$ cat config.mk
export PLATFORM = sky130hd
export DESIGN_NAME = furv_bus_arbiter_flat
export DESIGN_NICKNAME = d
export VERILOG_FILES = /design/src/rtl/furv_bus_arbiter_if.sv /design/src/rtl/furv_bus_arbiter.sv /design/src/flat_wrapper.sv
export SDC_FILE = /design/constraint.sdc
export NUM_CORES = 1
export LEC_CHECK = 0
export ABC_AREA = 1
export BUFFER_PORTS_ARGS = -buffer_cell sky130_fd_sc_hd__buf_4
export CORE_AREA = 2 2 106 108
export CTS_CLUSTER_SIZE = 28
export DETAILED_ROUTE_END_ITERATION = 10
export DIE_AREA = 0 0 108 110
export GPL_TIMING_DRIVEN = 0
export PLACE_DENSITY = 0.7
export SLEW_MARGIN = 10
export SYNTH_ARGS = -nofsm -noshare
export SYNTH_HDL_FRONTEND = slang
export SYNTH_SLANG_ARGS = --single-unit
$ cat constraint.sdc
create_clock -name clk -period 2.9 [get_ports clk]
set_input_delay 0.58 -clock clk [delete_from_list [all_inputs] [get_ports clk]]
set_output_delay 0.58 -clock clk [all_outputs]
set_load 0.1 [all_outputs]
$ cat src/rtl/furv_bus_arbiter_if.sv
// furv_bus_arbiter_if
//   Bundles the fetch requester, load/store requester and downstream memory
//   port signals that meet at the furv bus arbiter.
//   modport master : the arbiter's view. It serves both requesters and drives
//                    the shared memory port.
//   modport slave  : the environment's view. This covers the requesters and
//                    the memory.
//   Fetch side : i_req, i_addr -> ; <- i_rdata, i_ack, i_err
//   Data side  : d_req, d_we, d_addr, d_sel, d_wdata -> ; <- d_rdata, d_ack, d_err
//   Memory side: <- mem, mem_write, addr, sel, data_out ; data_in, ack ->
interface furv_bus_arbiter_if;
  logic        i_req;
  logic [29:0] i_addr;
  logic [31:0] i_rdata;
  logic        i_ack;
  logic        i_err;

  logic        d_req;
  logic        d_we;
  logic [29:0] d_addr;
  logic [3:0]  d_sel;
  logic [31:0] d_wdata;
  logic [31:0] d_rdata;
  logic        d_ack;
  logic        d_err;

  logic        mem;
  logic        mem_write;
  logic [29:0] addr;
  logic [3:0]  sel;
  logic [31:0] data_out;
  logic [31:0] data_in;
  logic        ack;

  modport master (
    input  i_req, i_addr, d_req, d_we, d_addr, d_sel, d_wdata, data_in, ack,
    output i_rdata, i_ack, i_err, d_rdata, d_ack, d_err,
           mem, mem_write, addr, sel, data_out
  );

  modport slave (
    output i_req, i_addr, d_req, d_we, d_addr, d_sel, d_wdata, data_in, ack,
    input  i_rdata, i_ack, i_err, d_rdata, d_ack, d_err,
           mem, mem_write, addr, sel, data_out
  );
endinterface

$ cat src/rtl/furv_bus_arbiter.sv
// furv_bus_arbiter
//   Shares the single furv memory port between instruction fetch (i_*) and
//   load/store (d_*). The arbiter allows one outstanding transaction at a time.
//   Under contention it alternates between the two requesters (round-robin).
//   It registers the downstream request. The ack and err results go back only
//   to the requester that holds the grant. An optional bus timeout aborts a
//   transaction that never receives an ack.
//   Parameter TIMEOUT: cycles of granted mem without ack before abort.
//                      A value of 0 disables the timeout.
//   Ports: clk, rst (synchronous, active high), bus (furv_bus_arbiter_if.master)
//
//   state  | meaning
//   IDLE   | no transaction; mem low; arbitrate on pending requests
//   BUSY_I | fetch transaction on the memory port
//   BUSY_D | load/store transaction on the memory port
module furv_bus_arbiter #(
  parameter int TIMEOUT = 256
) (
  input  logic                  clk,
  input  logic                  rst,
  furv_bus_arbiter_if.master    bus
);

  localparam int CW = (TIMEOUT < 1) ? 1 : $clog2(TIMEOUT + 1);
  localparam logic [CW-1:0] TERM = CW'((TIMEOUT > 0) ? TIMEOUT - 1 : 0);

  typedef enum logic [1:0] {
    IDLE   = 2'd0,
    BUSY_I = 2'd1,
    BUSY_D = 2'd2
  } state_t;

  state_t          state;
  logic            last_d;     // 1: the most recent grant went to the data side
  logic [CW-1:0]   cnt;
  logic            mem_q;
  logic            mem_write_q;
  logic [29:0]     addr_q;
  logic [3:0]      sel_q;
  logic [31:0]     data_out_q;
  logic            term;
  logic            grant_i;

  // Terminal count only matters without ack, because an ack on the same cycle wins.
  assign term    = (TIMEOUT > 0) && !bus.ack && (cnt == TERM);
  // Fetch wins when it is alone, or when both request and data had the last turn.
  assign grant_i = bus.i_req && (!bus.d_req || last_d);

  always_ff @(posedge clk) begin
    if (rst) begin
      state       <= IDLE;
      last_d      <= 1'b1;
      cnt         <= '0;
      mem_q       <= 1'b0;
      mem_write_q <= 1'b0;
      addr_q      <= '0;
      sel_q       <= '0;
      data_out_q  <= '0;
    end else begin
      case (state)
        IDLE: begin
          if (grant_i) begin
            state       <= BUSY_I;
            last_d      <= 1'b0;
            cnt         <= '0;
            mem_q       <= 1'b1;
            mem_write_q <= 1'b0;
            addr_q      <= bus.i_addr;
            sel_q       <= 4'b1111;
            data_out_q  <= '0;
          end else if (bus.d_req) begin
            state       <= BUSY_D;
            last_d      <= 1'b1;
            cnt         <= '0;
            mem_q       <= 1'b1;
            mem_write_q <= bus.d_we;
            addr_q      <= bus.d_addr;
            sel_q       <= bus.d_sel;
            data_out_q  <= bus.d_wdata;
          end
        end
        BUSY_I, BUSY_D: begin
          if (bus.ack || term) begin
            state <= IDLE;
            mem_q <= 1'b0;
          end else if (TIMEOUT > 0) begin
            cnt <= cnt + 1'b1;
          end
        end
        default: begin
          state <= IDLE;
          mem_q <= 1'b0;
        end
      endcase
    end
  end

  assign bus.mem       = mem_q;
  assign bus.mem_write = mem_write_q;
  assign bus.addr      = addr_q;
  assign bus.sel       = sel_q;
  assign bus.data_out  = data_out_q;

  assign bus.i_rdata = bus.data_in;
  assign bus.d_rdata = bus.data_in;
  assign bus.i_ack   = (state == BUSY_I) && bus.ack;
  assign bus.d_ack   = (state == BUSY_D) && bus.ack;
  assign bus.i_err   = (state == BUSY_I) && term;
  assign bus.d_err   = (state == BUSY_D) && term;

endmodule

$ cat src/flat_wrapper.sv
// flat-port wrapper written by rule: the top's interface ports become plain ports
module furv_bus_arbiter_flat 
#(
  parameter int TIMEOUT = 256
)
  (clk, rst, bus_i_req, bus_i_addr, bus_d_req, bus_d_we, bus_d_addr, bus_d_sel, bus_d_wdata, bus_data_in, bus_ack, bus_i_rdata, bus_i_ack, bus_i_err, bus_d_rdata, bus_d_ack, bus_d_err, bus_mem, bus_mem_write, bus_addr, bus_sel, bus_data_out);
  furv_bus_arbiter_if bus_i ();
  input  logic clk;
  input  logic rst;
  input wire logic [$bits(bus_i.i_req)-1:0] bus_i_req;
  input wire logic [$bits(bus_i.i_addr)-1:0] bus_i_addr;
  input wire logic [$bits(bus_i.d_req)-1:0] bus_d_req;
  input wire logic [$bits(bus_i.d_we)-1:0] bus_d_we;
  input wire logic [$bits(bus_i.d_addr)-1:0] bus_d_addr;
  input wire logic [$bits(bus_i.d_sel)-1:0] bus_d_sel;
  input wire logic [$bits(bus_i.d_wdata)-1:0] bus_d_wdata;
  input wire logic [$bits(bus_i.data_in)-1:0] bus_data_in;
  input wire logic [$bits(bus_i.ack)-1:0] bus_ack;
  output wire logic [$bits(bus_i.i_rdata)-1:0] bus_i_rdata;
  output wire logic [$bits(bus_i.i_ack)-1:0] bus_i_ack;
  output wire logic [$bits(bus_i.i_err)-1:0] bus_i_err;
  output wire logic [$bits(bus_i.d_rdata)-1:0] bus_d_rdata;
  output wire logic [$bits(bus_i.d_ack)-1:0] bus_d_ack;
  output wire logic [$bits(bus_i.d_err)-1:0] bus_d_err;
  output wire logic [$bits(bus_i.mem)-1:0] bus_mem;
  output wire logic [$bits(bus_i.mem_write)-1:0] bus_mem_write;
  output wire logic [$bits(bus_i.addr)-1:0] bus_addr;
  output wire logic [$bits(bus_i.sel)-1:0] bus_sel;
  output wire logic [$bits(bus_i.data_out)-1:0] bus_data_out;
  assign bus_i.i_req = bus_i_req;
  assign bus_i.i_addr = bus_i_addr;
  assign bus_i.d_req = bus_d_req;
  assign bus_i.d_we = bus_d_we;
  assign bus_i.d_addr = bus_d_addr;
  assign bus_i.d_sel = bus_d_sel;
  assign bus_i.d_wdata = bus_d_wdata;
  assign bus_i.data_in = bus_data_in;
  assign bus_i.ack = bus_ack;
  assign bus_i_rdata = bus_i.i_rdata;
  assign bus_i_ack = bus_i.i_ack;
  assign bus_i_err = bus_i.i_err;
  assign bus_d_rdata = bus_i.d_rdata;
  assign bus_d_ack = bus_i.d_ack;
  assign bus_d_err = bus_i.d_err;
  assign bus_mem = bus_i.mem;
  assign bus_mem_write = bus_i.mem_write;
  assign bus_addr = bus_i.addr;
  assign bus_sel = bus_i.sel;
  assign bus_data_out = bus_i.data_out;
  furv_bus_arbiter #(.TIMEOUT(TIMEOUT)) u_core (.clk(clk), .rst(rst), .bus(bus_i));
endmodule
# == Word-level counts from Yosys, hierarchy flattened ==
# Cells that the tools add are included.
# word_totals
regBits,80
inputBits,134
out_inout_bits,136
elab_cells,53
# classes
add_sub_neg,1
n_eq_ne,6
muxes,21
n_reduce_logical,17
# ops
op,n
$mux W32,2
$mux W30,2
$mux W9,3
$pmux W9 S2,1
$add A9 B1 Y9 const B,1
$eq A9 B8 Y1 const B,1
$mux W4,2
$logic_and A1 B1 Y1,6
$mux W1,6
$mux W2,3
$pmux W2 S2,1
$reduce_and A2 Y1,2
$reduce_bool A2 Y1,2
$ne A3 B2 Y1 const B,1
$reduce_and A3 Y1,1
$eq A2 B1 Y1 const B,1
$eq A2 B2 Y1 const B,1
$logic_not A1 Y1,2
$logic_not A2 Y1,1
$logic_or A1 B1 Y1,2
$ne A2 B1 Y1 const B,1
$ne A2 B2 Y1 const B,1
$pmux W1 S2,1
$reduce_or A2 Y1,1

# == Logic depth before layout (Yosys ltp) ==
# logic_depth
word_depth,5
depth_mapped,13
ltp_nobuf,13

# == Least setup slack after synthesis ==
# No wires, ideal clock.
# synth_path
kind,register -> output
from,reg u_core.cnt[1]
to,out bus_d_err
arrival_time_ns,3.296
t_required_ns,2.320
slack_ns,-0.976
path_stages_with_launch,8
path_buffers,0
cell_sequence,dfxtp_1 ha_1 nand2_1 nor2_1 and3_1 ha_1 inv_1 nor3b_1
# synth_via
elab_chain_len,3
# synth_lines
element,line_no,text
start: declaration,furv_bus_arbiter.sv:35,logic [CW-1:0] cnt;
start signal: assignment,furv_bus_arbiter.sv:87,cnt <= cnt + 1'b1;
$eq A9 B8 Y1,furv_bus_arbiter.sv:45,assign term = (TIMEOUT > 0) && !bus.ack && (cnt == TERM);
$logic_and A1 B1 Y1,furv_bus_arbiter.sv:45,
$logic_and A1 B1 Y1,furv_bus_arbiter.sv:109,assign bus.d_err = (state == BUSY_D) && term;
end: declaration,flat_wrapper.sv:24,output wire logic [$bits(bus_i.d_err)-1:0] bus_d_err;
# No other way between the ends.

# == Final worst setup path ==
# Same ends and word-level chain as after synthesis.

==> impl_metrics.env <==
export IMPL_yosys_warnings=0
export IMPL_setup_tns_final_ps=0
export IMPL_syn_area_um2=3944
export IMPL_cts_tree="yes"
export IMPL_status="finished clean"
export IMPL_min_period_ps=2712
export IMPL_drtPass1Iterations=4
export IMPL_wl_per_cell_um=12.56
export IMPL_first_iter_violations=221
export IMPL_rsz0062_at_grt="yes"
export IMPL_h_tree_depth=3
export IMPL_ant_nets=0
export IMPL_p_clk_share_pct=21.5
export IMPL_critPathMaxStageDelay_ps=390
export IMPL_setup_violations=0
export IMPL_layout_drive_gt1_share_pct=41.71
export IMPL_crit_chain="ha_1, nand2_1, nor2_2, and3_1, ha_1, inv_1, nor3b_1, buf_4"
export IMPL_fp_dieH_um=110
export IMPL_syn_area_per_cell_um2=6.931
export IMPL_drv_slew=0
export IMPL_seq_power_share_pct=29.5
export IMPL_io_buffers=236
export IMPL_yosys_area_top_type="dfxtp_1"
export IMPL_worstPathMaxFanout=4
export IMPL_grt_pass1_vias=4079
export IMPL_path_class="flip-flop to output pin"
export IMPL_async_flop_share_pct=0
export IMPL_reg2reg_slack_ps=740
export IMPL_clk_latency_ps=350
export IMPL_power_switching_mw=2.098
export IMPL_synth_area_leaders="dfxtp_1 (41%), nand2_1 (15%), buf_4 (13%), nor2_1 (7.4%), a21oi_1 (6.0%)"
export IMPL_path_clk_slew_ps=80
export IMPL_worst_slew_pin_slew_ps=484.0
export IMPL_fmax_mhz=368.7
export IMPL_skew_ps=10.06
export IMPL_cp_start_kind="flip-flop"
export IMPL_crit_family="simple AND/OR/NAND/NOR gates"
export IMPL_synth_fp_nets=708
export IMPL_fin_nets=955
export IMPL_ios=270
export IMPL_clock_path_buffers=2
export IMPL_drt_wl_total_um=12060
export IMPL_synth_ff_type="dfxtp_1"
export IMPL_relSlewSlack_pct=67.73
export IMPL_crit_required_ps=2320
export IMPL_syn2layout_area_growth_pct=55.36
export IMPL_synth_cell_types=20
export IMPL_place_gp_congestion=0.8257
export IMPL_synth_edff_count=0
export IMPL_yosys_cell_count_top_type="nand2_1"
export IMPL_vias=4383
export IMPL_synth_top_area_share_pct=40.61
export IMPL_critical_path_buf_inv_count=2
export IMPL_cts_root_buf="clkbuf_8"
export IMPL_start_util_pct=36.87
export IMPL_grt_remaining_overflow=0
export IMPL_ys_ff_latch=80
export IMPL_cts_buffers=9
export IMPL_postSynthCellCount=569
export IMPL_grt_max_degree=14
export IMPL_p_per_area_nw_per_um2=709.9
export IMPL_viasPerCell=4.566
export IMPL_final_fill_count=1012
export IMPL_hold_path_class="input port to flip-flop"
export IMPL_utilization_pct=57.27
export IMPL_core_area_um2=10700
export IMPL_p_sw_share_pct=48.23
export IMPL_synth_common_cells="nand2_1 (153), dfxtp_1 (80), nor2_1 (78), buf_4 (66), a21oi_1 (47)"
export IMPL_die_area_um2=11880
export IMPL_antenna_found_initial=0
export IMPL_finalHoldViolations=0
export IMPL_slowest_stage="dfxtp_1"
export IMPL_drcViolationCount=0
export IMPL_arrival_ps=2130
export IMPL_combPwrFrac_pct=49.0
export IMPL_grt_usage_pct=19.25
export IMPL_peakVddDrop_v=0.0003680
export IMPL_fin_crit_sh_pct=93.52
export IMPL_placement_rows=38
export IMPL_die_w_um=108
export IMPL_cts_setup_buffers=0
export IMPL_grt_first_pass_wirelength_um=18410
export IMPL_diodes=0
export IMPL_p_int_mw=2.252
export IMPL_end_kind="output pin"
export IMPL_path_common_cell="ha_1"
export IMPL_p_leak_nw=3.151
export IMPL_dpl_hpwl_um=9563
export IMPL_cts_sink_count=80
export IMPL_cap_violations=0
export IMPL_synth_seq_area_share_pct=40.61
==> worst min-delay path, stage by stage <==
cell and delay [ps]:
buf_4 80, nor2_1 30, nor2_1 80
==> per-layer routing <==
metal  wire length [µm]  GRT usage (%)
met5                  0              0
met4                148          5.403
met3               1175          5.350
met2               6040          35.44
met1               4697          21.81
==> registers in the layout, indices dropped and copies added (netlist names) <==
signal                flops
u_core.cnt                9
u_core.state              2
u_core.bus.mem            1
u_core.last_d             1
u_core.bus.mem_write      1
u_core.bus.sel            4
u_core.bus.data_out      32
u_core.bus.addr          30
==> kinds of logic (layout without fill, tap and decap cells) <==
family / count (synthesis) / in the layout / share of synthesized area [%]
adder cells (fa/ha/maj): 5 / 5 / 1.586
AND/OR/NAND/NOR: 276 / 276 / 27.92
buffers and inverters: 119 / 370 / 18.24
AO/OA/AOI/OAI: 89 / 89 / 11.64
flip-flops: 80 / 80 / 40.61
==> final timing paths <==
path / start / to / cells after the start
hold / removal: bus_d_sel[3] / u_core.bus.sel[3] / 3
setup reg to reg: u_core.cnt[1] / u_core.cnt[7] / 13
hold reg to reg: u_core.bus.mem_write / u_core.bus.mem_write / 2
setup / recovery: u_core.cnt[1] / bus_d_err / 8
==> area by class of cell <==
cell class,count,area [µm²],share of cell area (%)
Clock inverter,4,76.32,1.246
Inverter,23,86.33,1.409
Multi-Input combinational cell,370,1625,26.53
Sequential cell,80,1602,26.14
Clock buffer,11,151.4,2.471
Buffer,96,633.1,10.33
Tap cell,140,175.2,2.859
Timing Repair Buffer,236,1778,29.02
==> metrics by stage <==
step / power, mW / hold slack [ps] / instances / cell area, µm² / setup WS (ps)
global route: 4.534 / 451.2 / 960 / 6127 / -6.004
floorplan: 2.946 / 428.2 / 569 / 3944 / -976.0
detailed placement: 3.446 / 458.8 / 945 / 5891 / 504.6
global placement: 3.425 / 438.3 / 945 / 5891 / 562.4
finish: 4.350 / 461.2 / 960 / 6127 / 188.0
CTS: 4.384 / 446.1 / 960 / 6118 / 100.5
==> power by group through the flow <==
stage | clock network [mW] | registers [mW] | logic, mW
finish | 0.933 | 1.28 | 2.13
detailed placement | 0 | 1.31 | 2.14
CTS | 0.959 | 1.28 | 2.14
floorplan | 0 | 2.12 | 0.827
global route | 0.997 | 1.30 | 2.24
global placement | 0 | 1.30 | 2.12
==> cell usage in the layout, fill, tap and decap left out, types with 5 or more instances in the layout <==
| cell type | netlist | routed |
|---|---|---|
| clkbuf_1 | 10 | 10 |
| buf_2 | 18 | 18 |
| o21ai_1 | 6 | 6 |
| a21oi_1 | 47 | 47 |
| ha_1 | 5 | 5 |
| clkbuf_8 | 0 | 12 |
| dfxtp_1 | 80 | 80 |
| inv_1 | 22 | 22 |
| nand2_1 | 153 | 153 |
| buf_4 | 66 | 301 |
| nand3_1 | 39 | 39 |
| o21ai_0 | 34 | 34 |
| nor2_1 | 78 | 77 |
==> what timing repair did <==
action / CTS / global route
endpoints found under the setup margin: 0 / 2
endpoints found under the hold margin: 0 / 0
hold buffers: 0 / 0
gates resized for setup: 0 / 2
(Power assumes the default switching activity.)
